==> config.mk <==
export PLATFORM = sky130hd
export DESIGN_NAME = simd_wakeup_ctrl
export DESIGN_NICKNAME = d
export VERILOG_FILES = /design/src/rtl/simd_wakeup_ctrl.sv
export SDC_FILE = /design/constraint.sdc
export NUM_CORES = 1
export LEC_CHECK = 0
export BUFFER_PORTS_ARGS = -buffer_cell sky130_fd_sc_hd__buf_2
export CORE_UTILIZATION = 40
export DETAILED_ROUTE_END_ITERATION = 12
export GPL_TIMING_DRIVEN = 0
export SYNTH_ARGS = -nofsm -noshare
export SYNTH_HDL_FRONTEND = slang
export SYNTH_SLANG_ARGS = --single-unit
==> constraint.sdc <==
create_clock -name i_clk -period 4.48 [get_ports i_clk]
set_input_delay 0.896 -clock i_clk [delete_from_list [all_inputs] [get_ports i_clk]]
set_output_delay 0.896 -clock i_clk [all_outputs]
set_load 0.02 [all_outputs]
==> src/rtl/simd_wakeup_ctrl.sv <==
// ---------------------------------------------------------------------------
// simd_wakeup_ctrl
// Producer side of the lane mark-ready interface of simd_unit. Each issued tag
// {lane, rs_index} is parked in a shared pending buffer together with an
// operand-availability delay. The delay counts down. Once it reaches zero, the
// owning lane receives a registered one-cycle wakeup pulse carrying the RS
// index.
//
// Ports
//   i_clk               clock, all logic on posedge
//   i_reset             synchronous, active-high reset
//   i_issue_valid       a tag is presented this cycle
//   i_issue_lane        binary lane number of the tag
//   i_issue_rs_index    RS slot index within that lane
//   i_issue_delay       cycles until the operands are ready
//   o_issue_ready       buffer can accept a tag this cycle (state-only)
//   o_mark_ready_valid  per-lane wakeup pulse, registered
//   o_mark_ready_idx    per-lane RS index, lane l at [l*RS_SIZE +: RS_SIZE]
//   o_pending_count     number of occupied buffer entries
//   o_err_overflow      sticky: tag dropped because the buffer was full
//   o_err_bad_lane      sticky: tag dropped because the lane was out of range
// ---------------------------------------------------------------------------
module simd_wakeup_ctrl #(
    parameter int LANES   = 4,
    parameter int RS_SIZE = 4,
    parameter int DEPTH   = 8,
    parameter int DELAY_W = 4,
    localparam int LW = (LANES > 1) ? $clog2(LANES) : 1,
    localparam int CW = $clog2(DEPTH) + 1
) (
    input  logic                     i_clk,
    input  logic                     i_reset,
    input  logic                     i_issue_valid,
    input  logic [LW-1:0]            i_issue_lane,
    input  logic [RS_SIZE-1:0]       i_issue_rs_index,
    input  logic [DELAY_W-1:0]       i_issue_delay,
    output logic                     o_issue_ready,
    output logic [LANES-1:0]         o_mark_ready_valid,
    output logic [LANES*RS_SIZE-1:0] o_mark_ready_idx,
    output logic [CW-1:0]            o_pending_count,
    output logic                     o_err_overflow,
    output logic                     o_err_bad_lane
);

    localparam int EW = (DEPTH > 1) ? $clog2(DEPTH) : 1;
    localparam logic [LW:0]   C_LANES = (LW+1)'(LANES);
    localparam logic [CW-1:0] C_DEPTH = CW'(DEPTH);

    logic [DEPTH-1:0]   r_valid;
    logic [LW-1:0]      r_lane [DEPTH];
    logic [RS_SIZE-1:0] r_idx  [DEPTH];
    logic [DELAY_W-1:0] r_cnt  [DEPTH];
    logic [CW-1:0]      r_pending;
    logic [LANES-1:0]   r_mr_valid;
    logic [RS_SIZE-1:0] r_mr_idx [LANES];
    logic               r_err_ovf;
    logic               r_err_bad;

    logic               w_lane_ok;
    logic               w_accept;
    logic [EW-1:0]      w_free_idx;
    logic [LANES-1:0]   w_fire;
    logic [EW-1:0]      w_sel [LANES];
    logic [DEPTH-1:0]   w_clear;
    logic [CW-1:0]      w_fire_cnt;

    // Ready is derived from registered occupancy only, so an entry being
    // freed this cycle never opens the door for a same-cycle accept.
    assign o_issue_ready = (r_pending < C_DEPTH);
    assign w_lane_ok     = ({1'b0, i_issue_lane} < C_LANES);
    assign w_accept      = i_issue_valid && w_lane_ok && o_issue_ready;

    // Lowest-numbered free entry: scan downward so the lowest hit wins.
    always_comb begin
        w_free_idx = '0;
        for (int e = DEPTH - 1; e >= 0; e--) begin
            if (!r_valid[e]) begin
                w_free_idx = EW'(e);
            end
        end
    end

    // Per-lane wakeup select: lowest entry index with an expired count.
    always_comb begin
        w_fire     = '0;
        w_clear    = '0;
        w_fire_cnt = '0;
        for (int l = 0; l < LANES; l++) begin
            w_sel[l] = '0;
            for (int e = DEPTH - 1; e >= 0; e--) begin
                if (r_valid[e] && (r_lane[e] == LW'(l)) && (r_cnt[e] == '0)) begin
                    w_fire[l] = 1'b1;
                    w_sel[l]  = EW'(e);
                end
            end
            if (w_fire[l]) begin
                w_clear[w_sel[l]] = 1'b1;
                w_fire_cnt        = w_fire_cnt + CW'(1);
            end
        end
    end

    always_ff @(posedge i_clk) begin
        if (i_reset) begin
            r_valid    <= '0;
            r_pending  <= '0;
            r_mr_valid <= '0;
            r_err_ovf  <= 1'b0;
            r_err_bad  <= 1'b0;
            for (int l = 0; l < LANES; l++) begin
                r_mr_idx[l] <= '0;
            end
            for (int e = 0; e < DEPTH; e++) begin
                r_lane[e] <= '0;
                r_idx[e]  <= '0;
                r_cnt[e]  <= '0;
            end
        end else begin
            for (int e = 0; e < DEPTH; e++) begin
                if (w_clear[e]) begin
                    r_valid[e] <= 1'b0;
                end else if (r_valid[e] && (r_cnt[e] != '0)) begin
                    r_cnt[e] <= r_cnt[e] - DELAY_W'(1);
                end
            end

            // The target entry is currently free, so it can never collide
            // with the clear/decrement above.
            if (w_accept) begin
                r_valid[w_free_idx] <= 1'b1;
                r_lane[w_free_idx]  <= i_issue_lane;
                r_idx[w_free_idx]   <= i_issue_rs_index;
                r_cnt[w_free_idx]   <= i_issue_delay;
            end

            for (int l = 0; l < LANES; l++) begin
                r_mr_valid[l] <= w_fire[l];
                if (w_fire[l]) begin
                    r_mr_idx[l] <= r_idx[w_sel[l]];
                end
            end

            r_pending <= r_pending + CW'(w_accept) - w_fire_cnt;

            // A bad lane is reported in preference to a full buffer.
            if (i_issue_valid && !w_lane_ok) begin
                r_err_bad <= 1'b1;
            end else if (i_issue_valid && !o_issue_ready) begin
                r_err_ovf <= 1'b1;
            end
        end
    end

    always_comb begin
        o_mark_ready_idx = '0;
        for (int l = 0; l < LANES; l++) begin
            o_mark_ready_idx[l*RS_SIZE +: RS_SIZE] = r_mr_idx[l];
        end
    end

    assign o_mark_ready_valid = r_mr_valid;
    assign o_pending_count    = r_pending;
    assign o_err_overflow     = r_err_ovf;
    assign o_err_bad_lane     = r_err_bad;

endmodule

After elaboration in Yosys (flattened, before gate mapping):

Memories as Yosys holds them, arrays and structs flattened.
Index checks and enable logic that the tools add are counted.
W data, S select, Z words.

* memory bits (writable): 96
* register bits after elaboration: 17
* input port bits: 13
* word-level logic and storage cells: 352
* output and inout bits: 27
* memories kept: 4

* eq/ne operators: 24
* add/sub/neg operators: 13
* magnitude comparators: 11
* multiplexer cells: 174
* bitwise gates (word level): 16
* reductions and logical operators: 106

Memory list
* r_cnt: depth 8, bits a word 4, read ports 8, clocked after memory_dff 0, wr ports 9, RTL line 52 `logic [DELAY_W-1:0] r_cnt [DEPTH];`
* r_idx: depth 8, bits a word 4, read ports 4, clocked after memory_dff 0, wr ports 8, RTL line 51 `logic [RS_SIZE-1:0] r_idx [DEPTH];`
* r_lane: depth 8, bits a word 2, read ports 8, clocked after memory_dff 0, wr ports 8, RTL line 50 `logic [LW-1:0] r_lane [DEPTH];`
* r_mr_idx: depth 4, bits a word 4, read ports 4, clocked after memory_dff 0, wr ports 4, RTL line 55 `logic [RS_SIZE-1:0] r_mr_idx [LANES];`

Operators by type and width (count)
* $mux W3: 42
* $mux W1: 105
* $logic_and A1 B1 Y1: 79
* $mux W4: 16
* $mux W8: 5
* $eq A2 B2 Y1 const B: 16
* $logic_not A4 Y1: 8
* $or A8 B8 Y8: 4
* $reduce_bool A4 Y1: 8
* $sub A4 B1 Y4 const B: 8
* $lt A3 B4 Y1 const B: 5
* $eq A2 B1 Y1 const B: 8
* $logic_not A2 Y1: 8
* $demux W1 S3: 5
* $ge A3 B1 Y1 const B: 5
* $add A4 B1 Y4 const B: 3
* $or A1 B1 Y1: 12
* $add A4 B1 Y4: 1
* $lt A4 B4 Y1 const B: 1
* $reduce_or A4 Y1: 1
* $sub A4 B4 Y4: 1
* $mux W2: 1
* $reduce_or A2 Y1: 1
* $logic_not A1 Y1: 1

Depth between registers and ports, before layout:

Gate-level depths: netlist (run 1).
An unclocked memory read counts as a cell.

* word-level depth: 27
* gate-level depth with buffers: 18
* depth with buffers taken out: 18

Worst setup path before layout (run 1):

Ideal clock, no wire load.

* kind: reg-to-reg
* start: mem r_cnt[3][0]
* end: reg r_pending[3] (netlist: o_pending_count[3])
* arrival: 3516 ps
* cell stages (with the launch flop): 17
* clock period less this slack: 3644 ps
* buffers on the path: 0
* setup time: 128 ps
* setup slack: 836 ps
* cell sequence: edfxtp_1 inv_1 ha_1 and4bb_1 and3b_1 nor3_1 and4_1 ha_1 xor2_1 ha_1 mux2i_1 ha_1 ha_1 a21o_1 a21oi_1 xnor2_1 nor2_1

RTL lines
* from (decl): RTL line 52
* to (signal assigned): RTL line 143 `r_pending <= r_pending + CW'(w_accept) - w_fire_cnt;`
* to (decl): RTL line 53 `logic [CW-1:0] r_pending;`

==> results.py, run 1 <==
metrics = {
    "clock_tree": {
        "clk_path_buf_depth": 2,
        "clk-insertion-delay-late_ns": 0.42,
        "cts-root-buf": "clkbuf_16",
        "numCtsBuffers": 17,
        "h-tree-depth": 4,
        "cts_tree": "yes",
        "cts_sinks": 113,
        "path_clk_slew_ns": 0.06,
        "ctsHoldBuffers": 0,
    },
    "sta": {
        "slew_headroom_pct": 16.0,
        "report.final.slew_viol_count": 0,
        "post-route-period-util_pct": 93.6,
        "tightest_slew_ns": 1.25,
        "hold_viol": 0,
        "layout_min_cycle_time_ns": 4.19,
        "grt_setup_unrepaired": "false",
        "fmax_ghz": 0.238,
        "fin_skew_ns": 0.0118,
        "setup-violations-final": 0,
        "setup-tns-final_ns": 0,
    },
    "critical_path": {
        "slowest_delay_ns": 0.45,
        "reg2reg_setup_slack_ns": 0.29,
        "crit_type": "reg2reg",
        "cpMaxStageDelayCell": "nor2_1",
        "required_ns": 4.77,
        "arrival_ns": 4.49,
        "endpoint_kind": "flop",
        "startpoint_type": "flop",
        "path_common_cell": "ha_1",
        "path_cells": "inv_1 -> ha_1 -> and4bb_2 -> a22o_1 -> nand3b_1 -> nor2_1 -> ha_1 -> xor2_1 -> ha_1 -> mux2i_1 -> ha_1 -> ha_1 -> a21o_1 -> a21oi_1 -> xnor2_1 -> nor2_1",
        "worstPathMaxFanout": 4,
    },
    "global_route": {
        "grt_pass1_wl_mm": 31.2,
        "antenna_found_initial": 0,
        "grt_pass1_vias": 5485,
        "grt_max_degree": 17,
        "gr-total-overflow": 0,
        "grt_usage_pct": 23.1,
    },
    "synth": {
        "yosysMostFrequentCell": "edfxtp_1",
        "yosysWarnings": 0,
        "synth_top_area_share_pct": 40.4,
        "yosysUniqueCellTypes": 74,
        "synth-edff-count": 96,
        "synth.net_count": 726,
        "synthArstFlopShare_pct": 0,
        "synth_mux_area_share_pct": 6.42,
        "synth_common_cells": "edfxtp_1 (96), nand2_1 (77), and2_1 (52)",
        "yosysSeqAreaShare_pct": 45.2,
        "synthSimpleGateAreaFrac_pct": 22.3,
        "synth_area_leaders": "edfxtp_1 (40%), mux2i_1 (5.5%), dfxtp_1 (4.8%)",
        "yosysTopAreaCell": "edfxtp_1",
        "synth_top_family_by_area": "simple AND/OR/NAND/NOR gates",
        "synth_fa_ha_area_share_pct": 4.14,
        "mappedNetlistArea_um2": 7140,
        "synthCells": 690,
        "synth_compound_area_share_pct": 15.5,
        "ys.flop_type": "edfxtp_1",
        "synth_xor_area_share_pct": 2.70,
        "synth-seq-cells": 113,
        "syn_avg_cell_area_um2": 10.3,
    },
    "placed_design": {
        "io_buffers": 34,
        "dpl.hpwl_mm": 15.5,
        "gp_congestion": 0.926,
    },
    "final_layout": {
        "syn_to_final_growth_pct": 15.2,
        "drive_above_1_share_pct": 14.8,
        "nFillCells": 1604,
        "fin_util_pct": 47.4,
        "insertedDiodeCount": 0,
        "finish.net_count": 779,
    },
    "min_path": {
        "hold_path_class": "reg2reg",
    },
    "drt": {
        "drc_errors": 0,
        "totalWireLength_mm": 20.3,
        "num_vias": 5787,
        "first_pass_iters": 7,
        "drt_iter0_markers": 505,
        "wl_per_cell_um": 20.7,
        "vias_per_cell": 5.90,
        "route.antenna.remaining_nets": 0,
    },
    "power_and_ir_drop": {
        "cellPowerDensity_nw_per_um2": 399,
        "p_int_mw": 2.39,
        "p_comb_share_pct": 15.8,
        "power_frac_clock_pct": 44.1,
        "switching_power_mw": 0.889,
        "ir_drop_uv": 325,
        "seqPwrFrac_pct": 40.1,
        "p_sw_share_pct": 27.1,
        "leakagePower_nw": 3.20,
        "power.total_mw": 3.28,
    },
    "die": {
        "placeableCoreArea_um2": 17400,
        "io_pins": 40,
        "dieArea_um2": 18400,
        "rows": 48,
        "dieWidth_um": 136,
        "start_util_pct": 41.1,
        "die_h_um": 136,
    },
    "run_status": {
        "status": "finished, final reports clean",
    },
    "flow_run": {
        "cap_viol_max_count": 0,
    },
}
## worst max-delay path, delay by kind of cell (launching register included)
family                   cells  cell delay (ns)
buffers and inverters        1             0.07
XOR/XNOR                     2             0.38
AND/OR/NAND/NOR              4             1.07
flip-flops                   1             0.36
AO/OA/AOI/OAI                3             0.61
adder cells (fa/ha/maj)      5             1.44
multiplexers                 1             0.14
## cell type report
class / instances / area, um^2 / area share (%)
Buffer: 27 / 144 / 1.75
Multi-Input combinational cell: 517 / 3650 / 44.4
Sequential cell: 113 / 3220 / 39.2
Inverter: 33 / 124 / 1.51
Clock buffer: 19 / 443 / 5.39
Timing Repair Buffer: 34 / 170 / 2.07
Clock inverter: 13 / 185 / 2.25
Tap cell: 225 / 282 / 3.42
## routing by layer
metal  vias to the layer above  global-route usage (%)  share of wire [%]
met5                         -                       0                  0
met4                         0                    7.49                1.7
met3                        24                    4.98                5.8
met2                       213                    37.7                 47
met1                      2857                    30.3                 45
li1                       2693                       -                  -
## power by group through the flow
stage / logic (mW) / clock network (mW) / registers, mW
4_1_cts: 0.521 / 1.46 / 1.31
5_1_grt: 0.581 / 1.51 / 1.33
2_1_floorplan: 0.344 / 0 / 1.35
3_5_place_dp: 0.517 / 0 / 1.33
6_report: 0.518 / 1.44 / 1.32
3_3_place_gp: 0.497 / 0 / 1.33
## metrics by stage
| step | area [um^2] | hold slack, ns | setup slack, ns | cells |
|---|---|---|---|---|
| finish | 8220 | 0.465 | 0.285 | 981 |
| global route | 8220 | 0.492 | 0.0555 | 981 |
| CTS | 8220 | 0.471 | 0.191 | 981 |
| detailed placement | 7590 | 0.457 | 0.217 | 949 |
| global placement | 7590 | 0.444 | 0.264 | 949 |
| floorplan | 7140 | 0.537 | 0.836 | 690 |
## cell usage in the layout (no fill, tap or decap), types with 6 or more instances in the layout
| cell | count |
|---|---|
| ha_1 | 22 |
| a211oi_1 | 6 |
| mux2_2 | 6 |
| a21o_1 | 6 |
| clkbuf_1 | 15 |
| o21ai_1 | 9 |
| clkbuf_16 | 17 |
| nor2b_1 | 8 |
| nand3_1 | 12 |
| mux2i_1 | 39 |
| buf_4 | 8 |
| buf_2 | 38 |
| dfxtp_1 | 17 |
| a222oi_1 | 14 |
| a21oi_1 | 6 |
| and2_1 | 52 |
| nor3b_1 | 6 |
| nand4bb_1 | 7 |
| xnor2_1 | 18 |
| nand2b_1 | 11 |
| nand2_1 | 77 |
| nand3b_1 | 9 |
| nor2_1 | 42 |
| o31ai_1 | 18 |
| o22ai_1 | 17 |
| edfxtp_1 | 96 |
| and4bb_2 | 6 |
| o21ai_0 | 26 |
| inv_1 | 33 |
| nor3_1 | 15 |
## logic make-up after synthesis
| logic type | count (synthesis) |
|---|---|
| xor gates and xnor gates | 22 |
| adders and majority gates | 23 |
| and+or+nand+nor | 279 |
| DFF | 113 |
| AOI/OAI and AO/OA | 147 |
| muxes | 45 |
| other | 1 |
| buffers and inverters | 60 |
## flip-flops by register name, indices dropped and copies added (netlist names)
name	flops
r_cnt	32
r_idx	32
r_lane	16
r_mr_idx	16
r_valid	8
o_mark_ready_valid	4
o_pending_count	4
o_err_overflow	1
## timing repair
action,in CTS,in global routing
gates resized for setup,0,1
setup endpoints to repair,0,1
buffers inserted,0,0
hold endpoints to repair,0,0
## path summary, 6_finish.rpt
check / start / end / cells past startpoint
worst max-delay path: r_cnt[1][0]$_DFFE_PP_ / o_pending_count[3]$_SDFF_PP0_ / 16
worst min-delay path: o_err_overflow$_SDFFE_PP0P_ / o_err_overflow$_SDFFE_PP0P_ / 2
worst max register to register: r_cnt[1][0]$_DFFE_PP_ / o_pending_count[3]$_SDFF_PP0_ / 16
worst min register to register: o_err_overflow$_SDFFE_PP0P_ / o_err_overflow$_SDFFE_PP0P_ / 2
Note: power is estimated with default switching activity, not from simulation.
==> run 2: changes to the inputs <==
--- a/config.mk
+++ b/config.mk
@@ -9,6 +9,7 @@
 export CORE_UTILIZATION = 40
 export DETAILED_ROUTE_END_ITERATION = 12
 export GPL_TIMING_DRIVEN = 0
+export PLACE_DENSITY_LB_ADDON = 0.25
 export SYNTH_ARGS = -nofsm -noshare
 export SYNTH_HDL_FRONTEND = slang
 export SYNTH_SLANG_ARGS = --single-unit
==> run 2 against run 1 <==
Fmax decreased by 0.45%. Worst setup slack got worse by 0.019 ns. Combinational power about the same. Global-route usage increased by 0.28 points. Highest routed layer unchanged. Critical path type unchanged. Clock skew increased by 0.0061 ns. Utilization decreased by 0.094 points. Largest power group unchanged. Final cell count unchanged. Count of clock-buffer cells in the layout increased by 1.
==> results.py, run 2 (synthesized netlist as in run 1, its figures left out) <==
metrics = {
    "run_status": {
        "status": "finished, final reports clean",
    },
    "die": {
        "start_util_pct": 41.1,
        "placeableCoreArea_um2": 17400,
        "dieArea_um2": 18400,
        "rows": 48,
        "die_h_um": 136,
        "io_pins": 40,
        "dieWidth_um": 136,
    },
    "critical_path": {
        "path_cells": "inv_1 -> ha_1 -> and4bb_2 -> a22o_1 -> nand3b_1 -> nor2_1 -> ha_1 -> xor2_1 -> ha_1 -> mux2i_1 -> ha_1 -> ha_1 -> a21o_1 -> a21oi_1 -> xnor2_1 -> nor2_1",
        "arrival_ns": 4.50,
        "crit_type": "reg2reg",
        "required_ns": 4.77,
        "worstPathMaxFanout": 4,
        "endpoint_kind": "flop",
        "crit_end": "o_pending_count[3]$_SDFF_PP0_",
        "cpMaxStageDelayCell": "nor2_1",
        "startpoint_type": "flop",
        "crit_path_start": "r_cnt[1][0]$_DFFE_PP_",
        "r2r-start": "r_cnt[1][0]$_DFFE_PP_",
        "timing.rr.end": "o_pending_count[3]$_SDFF_PP0_",
        "path_common_cell": "ha_1",
        "slowest_delay_ns": 0.47,
        "reg2reg_setup_slack_ns": 0.27,
        "ff2ff_path_depth": 16,
    },
    "placed_design": {
        "placed_area_um2": 7590,
        "io_buffers": 34,
        "pre_cts_slack_ns": 0.156,
        "dpl.hpwl_mm": 15.7,
        "gp_congestion": 0.954,
    },
    "global_route": {
        "grt_max_degree": 17,
        "grtUsageMet3_pct": 4.12,
        "grt_use_met1_pct": 30.3,
        "globalRouteMet2Util_pct": 38.7,
        "grt_pass1_wl_mm": 31.6,
        "grt_usage_pct": 23.4,
        "gr-total-overflow": 0,
        "grt_pass1_vias": 5669,
        "antenna_found_initial": 0,
        "top_usage_layer": "met2",
    },
    "min_path": {
        "min_from": "o_err_overflow$_SDFFE_PP0P_",
        "hold_path_class": "reg2reg",
    },
    "sta": {
        "fin_skew_ns": 0.0179,
        "layout_min_cycle_time_ns": 4.21,
        "post-route-period-util_pct": 94.1,
        "setup_ws_ns": 0.266,
        "setup-tns-final_ns": 0,
        "tightest_slew_ns": 1.18,
        "setup-violations-final": 0,
        "fmax_ghz": 0.237,
        "slew_headroom_pct": 20.6,
        "hold_viol": 0,
        "report.final.slew_viol_count": 0,
        "grt_setup_unrepaired": "false",
    },
    "clock_tree": {
        "h-tree-depth": 4,
        "ctsHoldBuffers": 0,
        "clk_path_buf_depth": 2,
        "cts-root-buf": "clkbuf_16",
        "numCtsBuffers": 17,
        "clk-insertion-delay-late_ns": 0.43,
        "cts_sinks": 113,
        "cts_tree": "yes",
        "path_clk_slew_ns": 0.05,
    },
    "power_and_ir_drop": {
        "seqPwrFrac_pct": 40.3,
        "cellPowerDensity_nw_per_um2": 398,
        "p_int_mw": 2.38,
        "switching_power_mw": 0.880,
        "p_comb_share_pct": 15.8,
        "leakagePower_nw": 3.21,
        "ir_drop_uv": 262,
        "p_sw_share_pct": 27.0,
        "power_frac_clock_pct": 43.9,
    },
    "drt": {
        "vias_per_cell": 5.92,
        "route.antenna.remaining_nets": 0,
        "first_pass_iters": 9,
        "num_vias": 5811,
        "totalWireLength_mm": 20.4,
        "wl_per_cell_um": 20.8,
        "drc_errors": 0,
        "drt_iter0_markers": 625,
    },
    "final_layout": {
        "finish.net_count": 779,
        "largestRegisters": "r_cnt (32), r_idx (32)",
        "final_common_cell": "edfxtp_1",
        "syn_to_final_growth_pct": 15.0,
        "insertedDiodeCount": 0,
        "drive_above_1_share_pct": 14.6,
        "post-route-cell-area_um2": 8200,
        "mostFrequentLayoutCells": "edfxtp_1 (96), nand2_1 (77), and2_1 (52)",
    },
    "flow_run": {
        "cap_viol_max_count": 0,
    },
}
run 2: how the worst min path moves through the flow:
stage | endpoint | depth (start not counted)
2_1_floorplan | r_valid[7]$_SDFF_PP0_ | 1
3_3_place_gp | o_err_overflow$_SDFFE_PP0P_ | 2
3_5_place_dp | o_err_overflow$_SDFFE_PP0P_ | 2
4_1_cts | o_err_overflow$_SDFFE_PP0P_ | 2
5_1_grt | o_err_overflow$_SDFFE_PP0P_ | 2
6_report | o_err_overflow$_SDFFE_PP0P_ | 2
run 2: cell type report:
class / count / area, um^2
plain buffers: 27 / 144
clock buffers: 20 / 447
clock inverters: 12 / 165
fillers: 1618 / 9150
inverters: 33 / 124
multi-input cells: 517 / 3650
flip-flops and latches: 113 / 3220
well taps: 225 / 282
repair buffers: 34 / 170
run 2: per-stage QoR:
stage	hold WS [ns]	utilization (%)	power, mW	std cells
after floorplan	0.537	-	1.69	690
final	0.476	47.3	3.26	981
after CTS	0.477	47.2	3.28	981
after detailed placement	0.464	43.7	1.85	949
after global routing	0.522	47.3	3.39	981
after global placement	0.442	43.7	1.83	949
run 2: per-layer routing:
layer	wire (um)	share of wire, %	vias up
met4	351	1.7	0
met5	0	0	-
li1	-	-	2693
met3	1310	6.4	29
met1	9000	44	2841
met2	9760	48	248
run 2: timing repair:
action	CTS	global route
setup endpoints to repair	0	1
gates resized for setup	0	1
buffers inserted	0	0
run 2: power by group through the flow:
stage	Clock [mW]	Sequential [mW]	Combinational [mW]
global placement	0	1.33	0.497
floorplan	0	1.35	0.344
detailed placement	0	1.34	0.515
CTS	1.45	1.31	0.518
finish	1.43	1.32	0.515
global route	1.49	1.33	0.572
run 2: critical path: cells and delay by family, from the launching register on:
family	cells	cell delay [ns]
flops	1	0.37
fa+ha+maj	5	1.41
xor+xnor	2	0.39
simple gates	4	1.08
buf+inv	1	0.07
compound gates	3	0.58
mux	1	0.17
